$ cat src/rtl/addsub_arb_2ch.sv
// addsub_arb_2ch: round-robin arbiter/sequencer sharing one 4-bit add/sub unit between two requesters
//   clk, reset           : rising-edge clock, asynchronous active-high reset
//   reqN_valid/ready     : channel N request handshake (N = 0, 1)
//   reqN_a, reqN_b       : channel N 4-bit operands
//   reqN_sel             : channel N op, 0 = A+B, 1 = A-B
//   res_valid/res_ready  : result handshake
//   res_sum/carry/overflow/id : held result and the channel that issued it
//   op_count             : results accepted by the consumer, wraps

module AddSubCLA_4bit (
    input  logic [3:0] a,
    input  logic [3:0] b,
    input  logic       sel,
    output logic [3:0] sum,
    output logic       carry,
    output logic       overflow
);
    logic [3:0] w_bx, w_g, w_p;
    logic [4:0] w_c;
    assign w_bx = b ^ {4{sel}};
    assign w_g  = a & w_bx;
    assign w_p  = a ^ w_bx;
    assign w_c[0] = sel;
    assign w_c[1] = w_g[0] | (w_p[0] & w_c[0]);
    assign w_c[2] = w_g[1] | (w_p[1] & w_g[0]) | (w_p[1] & w_p[0] & w_c[0]);
    assign w_c[3] = w_g[2] | (w_p[2] & w_g[1]) | (w_p[2] & w_p[1] & w_g[0])
                  | (w_p[2] & w_p[1] & w_p[0] & w_c[0]);
    assign w_c[4] = w_g[3] | (w_p[3] & w_g[2]) | (w_p[3] & w_p[2] & w_g[1])
                  | (w_p[3] & w_p[2] & w_p[1] & w_g[0])
                  | (w_p[3] & w_p[2] & w_p[1] & w_p[0] & w_c[0]);
    assign sum      = w_p ^ w_c[3:0];
    assign carry    = w_c[4];
    assign overflow = w_c[4] ^ w_c[3];
endmodule

module addsub_arb_2ch #(
    parameter bit FIRST_PRI = 1'b0,
    parameter int CNT_W     = 8
) (
    input  logic             clk,
    input  logic             reset,
    input  logic             req0_valid,
    output logic             req0_ready,
    input  logic [3:0]       req0_a,
    input  logic [3:0]       req0_b,
    input  logic             req0_sel,
    input  logic             req1_valid,
    output logic             req1_ready,
    input  logic [3:0]       req1_a,
    input  logic [3:0]       req1_b,
    input  logic             req1_sel,
    output logic             res_valid,
    input  logic             res_ready,
    output logic [3:0]       res_sum,
    output logic             res_carry,
    output logic             res_overflow,
    output logic             res_id,
    output logic [CNT_W-1:0] op_count
);
    typedef enum logic [1:0] {IDLE, EXEC, HOLD} state_t;

    state_t           r_state, w_next;
    logic [3:0]       r_a, r_b, r_res_sum;
    logic             r_sel, r_id, r_last, r_res_valid, r_res_carry, r_res_ovf, r_res_id;
    logic [CNT_W-1:0] r_cnt;
    logic             w_gid, w_gnt;
    logic [3:0]       w_sum;
    logic             w_carry, w_ovf;

    // Contention goes to the channel that did not win last; a lone requester always wins.
    assign w_gid = (req0_valid && req1_valid) ? ~r_last : req1_valid;
    // Gating with reset keeps readies low while reset is held even though IDLE is forced.
    assign w_gnt = (r_state == IDLE) && (req0_valid || req1_valid) && !reset;
    assign req0_ready = w_gnt && !w_gid;
    assign req1_ready = w_gnt && w_gid;

    AddSubCLA_4bit u_alu (
        .a        (r_a),
        .b        (r_b),
        .sel      (r_sel),
        .sum      (w_sum),
        .carry    (w_carry),
        .overflow (w_ovf)
    );

    always_comb begin
        w_next = r_state;
        case (r_state)
            IDLE:    w_next = w_gnt ? EXEC : IDLE;
            EXEC:    w_next = HOLD;
            HOLD:    w_next = (r_res_valid && res_ready) ? IDLE : HOLD;
            default: w_next = IDLE;
        endcase
    end

    always_ff @(posedge clk or posedge reset) begin
        if (reset) begin
            r_state     <= IDLE;
            r_a         <= '0;
            r_b         <= '0;
            r_sel       <= 1'b0;
            r_id        <= 1'b0;
            r_last      <= ~FIRST_PRI;
            r_res_valid <= 1'b0;
            r_res_sum   <= '0;
            r_res_carry <= 1'b0;
            r_res_ovf   <= 1'b0;
            r_res_id    <= 1'b0;
            r_cnt       <= '0;
        end else begin
            r_state <= w_next;
            if (w_gnt) begin
                r_a    <= w_gid ? req1_a : req0_a;
                r_b    <= w_gid ? req1_b : req0_b;
                r_sel  <= w_gid ? req1_sel : req0_sel;
                r_id   <= w_gid;
                r_last <= w_gid;
            end
            if (r_state == EXEC) begin
                r_res_valid <= 1'b1;
                r_res_sum   <= w_sum;
                r_res_carry <= w_carry;
                r_res_ovf   <= w_ovf;
                r_res_id    <= r_id;
            end
            if (r_state == HOLD && r_res_valid && res_ready) begin
                r_res_valid <= 1'b0;
                r_cnt       <= r_cnt + CNT_W'(1);
            end
        end
    end

    assign res_valid    = r_res_valid;
    assign res_sum      = r_res_sum;
    assign res_carry    = r_res_carry;
    assign res_overflow = r_res_ovf;
    assign res_id       = r_res_id;
    assign op_count     = r_cnt;
endmodule

$ cat config.mk
export PLATFORM = sky130hd
export DESIGN_NAME = addsub_arb_2ch
export DESIGN_NICKNAME = d
export VERILOG_FILES = /design/src/rtl/addsub_arb_2ch.sv
export SDC_FILE = /design/constraint.sdc
export NUM_CORES = 1
export LEC_CHECK = 0
export CAP_MARGIN = 5
export CELL_PAD_IN_SITES_DETAIL_PLACEMENT = 1
export CELL_PAD_IN_SITES_GLOBAL_PLACEMENT = 1
export CORE_MARGIN = 1
export CORE_UTILIZATION = 37
export DETAILED_ROUTE_END_ITERATION = 16
export PLACE_DENSITY = 0.82
export SYNTH_ARGS = -nofsm -noshare
export SYNTH_HDL_FRONTEND = slang
export SYNTH_HIERARCHICAL = 1
export SYNTH_SLANG_ARGS = --single-unit
$ cat constraint.sdc
create_clock -name clk -period 2.7 [get_ports clk]
set_clock_uncertainty 0.05 [all_clocks]
set_input_delay 0.675 -clock clk [delete_from_list [all_inputs] [get_ports clk]]
set_output_delay 0.675 -clock clk [all_outputs]
set_load 0.1 [all_outputs]
## Word-level counts from Yosys, hierarchy flattened

Index checks and enable logic that the tools add are counted.

- Logic and storage cells: 69
- Memories: 0
- RAM bits: 0
- Bits in latches: 0
- Output and inout bits: 18
- Bits of input ports: 23
- Bits in registers: 29
- Memory bits (read-only): 0

- Div/mod/pow operators: 0
- Shift-type cells: 0
- Reductions and logical operators: 13
- $mul: 0
- $add $sub $neg: 1
- Equal/unequal tests: 2
- Mux-type cells: 9
- Magnitude comparators: 0
- Bitwise logic cells: 32

Operators with widths:

| kind | number |
|---|---|
| $and 1x1->1 | 16 |
| $xor 4x4->4 | 3 |
| $or 1x1->1 | 10 |
| $add 8x1->8 const B | 1 |
| $logic_and 1x1->1 | 8 |
| $mux 4 | 2 |
| $pmux 2 s3 | 1 |
| $mux 1 | 5 |
| $and 4x4->4 | 1 |
| $eq 2x1->1 const B | 1 |
| $eq 2x2->1 const B | 1 |
| $logic_not 1->1 | 2 |
| $logic_not 2->1 | 1 |
| $mux 2 | 1 |
| $reduce_bool 2->1 | 1 |
| $logic_or 1x1->1 | 1 |
| $not 1->1 | 1 |
| $xor 1x1->1 | 1 |

## Logic depth before layout (Yosys ltp)

Gate-level depths: netlist (run 1).

- Word-level depth: 8
- Mapped depth: 7
- Depth with buffers taken out: 6

## Cells and area by module

The synthesis (run 1) kept the hierarchy.

Modules (own cells, without submodules):

| module | sequential area each (µm²) | cells an instance | area each (µm²) | instances |
|---|---|---|---|---|
| addsub_arb_2ch | 726.9 | 101 | 1,271.2 | 1 |
| AddSubCLA_4bit | 0.0 | 22 | 211.5 | 1 |

## Worst setup path before layout (run 1)

Ideal clock, no wire load.

- Kind: input to output
- From: input req1_valid
- To: output req1_ready
- Buffers on the path: 1
- Cell stages on the path: 3
- Required time: 1,975 ps
- Arrival time: 3,895 ps
- Setup slack: -1,920 ps
- Path through: a21bo_2 > clkbuf_1 > nor4_1

- Word-level cells in the longest chain between the ends: 4
- Elaborated cells on any way between the ends: 6
- Classes of those cells: mux: 1; reduce/logical: 5

RTL lines:

| item | RTL line | source |
|---|---|---|
| start, declared | 47 | `input logic req1_valid,` |
| $logic_or 1x1->1 | 73 | `assign w_gnt = (r_state == IDLE) && (req0_valid \|\| req1_valid) && !reset;` |
| $logic_and 1x1->1 (2 in series) | 73 |  |
| $logic_and 1x1->1 (*) | 75 | `assign req1_ready = w_gnt && w_gid;` |
| end, declared | 48 | `output logic req1_ready,` |

Every way passes the cells marked *; elsewhere a longest branch is shown, timed or not.

## Worst setup path in the final report (run 1)

Ends and elaborated chain as after synthesis.

==> results_dict.tcl, run 1 <==
set metrics [dict create \
    stdcell_area_um2 2080 \
    die_y_um 65.3 \
    ant_nets 0 \
    hold_class "reg -> reg" \
    path_clk_slew_ps 70 \
    worstSetupPathType "in -> out" \
    path_buf_inv 2 \
    synth_fp_nets 151 \
    cts_tree "done" \
    num_rows 22 \
    slowest_stage "clkdlybuf4s50_1" \
    final_cell_mix "dfrtp_1, clkdlybuf4s50_1, buf_4" \
    htreeDepth 2 \
    rsz0062_at_grt "false" \
    cts_made_buffers 5 \
    antenna_found_initial 0 \
    synth_seq_cells 29 \
    critPathTopFamily "buffers and inverters" \
    worstMarginPinSlew_ps 425 \
    fmax_ghz 0.382 \
    syn2layout_area_growth_pct 40.6 \
    drc 0 \
    layout-drive-gt1-share_pct 30.0 \
    postCtsHoldBufs 0 \
    multiInputGateArea_um2 731 \
    grt_usage_pct 20.3 \
    synthCells 123 \
    die_w_um 65.3 \
    start_util_pct 39.6 \
    core_area_um2 3740 \
    worst_path_largest_cell_delay_ps 550 \
    cts_resized 0 \
    clockBufferDepth 2 \
    clkLatencyLatePin_ps 290 \
    final_common_cell "dfrtp_1" \
    cts-root-buf "clkbuf_8" \
    routedWlPerCell_um 17.3 \
    wl_um 3770 \
    post-cts-setup-buffers 0 \
    ys_types 36 \
    maxCapViolations 0 \
    first_global_vias 1297 \
    die_area_um2 4260 \
    drt-vias-per-instance 5.31 \
    drtIter0Drc 39 \
    nNetsFinal 197 \
    worst_setup_path_end_kind "primary output" \
    place_area_um2 1950 \
    cp-start-kind "input port" \
    crit_fanout 5 \
    grt_overflow 0 \
    dp_hpwl_um 2720 \
    min_period_over_period_pct 97.1 \
    finalCriticalPeriod_ps 2620 \
    outcome "completed" \
    slew_headroom_pct 71.6 \
    port_buffers 40 \
    yosysSeqAreaShare_pct 49.0 \
    yosysWarningCount 6 \
    fillCellCount 400 \
    avgSynthCellArea_um2 12.1 \
    grt_pass1_wl_um 6280 \
    cp.required_ps 1980 \
    tns_ps 0 \
    clock-sinks 29 \
    path_cells "clkdlybuf4s50_1 -> a21bo_2 -> nor4_4 -> buf_12" \
    antennaDiodeCount 0 \
    finalSetupViolCount 0 \
    dr.pass1.iters 4 \
    timing_hold_violations_final 0 \
    route.vias.total 1157 \
    grt_max_degree 21 \
    routabilityCongestion 0.818 \
    cp.arrival_ps 1900 \
    syn_area_um2 1480 \
    seqCellArea_um2 727 \
    slew_violations 0 \
    ios 41 \
]
==> routing by layer <==
| layer | up-vias | wire (um) | track usage [%] |
|---|---|---|---|
| li1 | 544 | - | - |
| met1 | 570 | 1600 | 23.1 |
| met2 | 35 | 1870 | 35.8 |
| met3 | 8 | 224 | 4.86 |
| met4 | 0 | 68 | 8.97 |
| met5 | - | 0 | 0 |
==> through the flow <==
step	instances	hold slack [ps]	setup slack, ps	utilization (%)
floorplan	123	409	-98.1	-
global placement	210	415	125	52.1
detailed placement	210	417	73.4	52.1
CTS	218	431	71.0	55.7
global route	218	457	17.2	55.7
finish	218	427	79.6	55.7
==> layout make-up <==
| type | instances | share of cell area (%) |
|---|---|---|
| clock inverter | 3 | 3.12 |
| sequential | 29 | 34.9 |
| inverter | 4 | 0.720 |
| timing repair buffer | 45 | 20.0 |
| clock buffer | 5 | 3.30 |
| tap | 48 | 2.88 |
| multi-input combinational | 84 | 35.1 |
==> state kept, by name (all words and copies together) (netlist names) <==
name	cells
r_a	4
res_sum	4
r_id	1
op_count	8
r_b	4
r_sel	1
res_id	1
r_last	1
res_valid	1
res_carry	1
res_overflow	1
r_state	2
==> synth_stat cells <==
cell       number  area (um2)
nand2b_1        1        6.26
xor2_1         12         105
mux2_4          1        15.0
nand3b_1        1        7.51
nand3_1         3        15.0
buf_4           1        7.51
nor3_2          1        10.0
a2bb2oi_1       9        78.8
a21oi_1         4        20.0
nand4b_4        1        23.8
nor4_2          1        12.5
clkinv_1        1        3.75
o21ai_0         2        10.0
a21bo_2         1        10.0
nor2b_1         1        6.26
clkbuf_1        2        7.51
buf_2           2        10.0
nor3_1          2        10.0
nor4_1          1        6.26
ha_1            5        62.6
dfstp_2         1        26.3
a31oi_1         1        6.26
mux2i_1         1        10.0
inv_1           3        11.3
xnor2_1         3        26.3
o21bai_2        1        11.3
nor3b_1         1        7.51
nor2_1          6        22.5
a21o_2          2        17.5
mux2_2          8        90.1
o32ai_1         9        78.8
a211oi_2        1        12.5
buf_6           1        11.3
o21a_1          1        7.51
dfrtp_1        28         701
nand2_1         4        15.0
==> worst paths after layout <==
kind	to	slack, ps	from	depth (start not counted)
setup / recovery	req1_ready	80	req1_valid	4
hold / removal	op_count[7]	430	op_count[7]	1
setup reg to reg	res_overflow	520	r_sel	6
hold reg to reg	op_count[7]	430	op_count[7]	1
max in group asynchronous	r_state[0]	1230	reset	3
min in group asynchronous	r_a[0]	760	reset	2
==> worst register-to-register path: stages (launching register included) <==
cell      delay (ps)
dfrtp_1          530
xor2_1           240
ha_1             360
o21ai_0          110
o21bai_2         210
mux2_4           320
mux2_2           250
==> logic make-up after synthesis <==
| group | synth area share [%] |
|---|---|
| fa+ha+maj | 4.22 |
| compound gates | 17.0 |
| mux | 7.76 |
| flops | 49.0 |
| buf+inv | 3.46 |
| simple gates | 9.62 |
| xor+xnor | 8.86 |
Power of run 1 is not shown: default switching activity piles up to over one toggle a cycle in this logic, so the estimate is an artifact.
==> run 2, diff against run 1 <==
SLEW_MARGIN = 20   (was not set)
==> results of run 2 <==
The final DEF is identical to that of run 1; final timing and power are the same.
Power of run 2 is left out for the same reason.
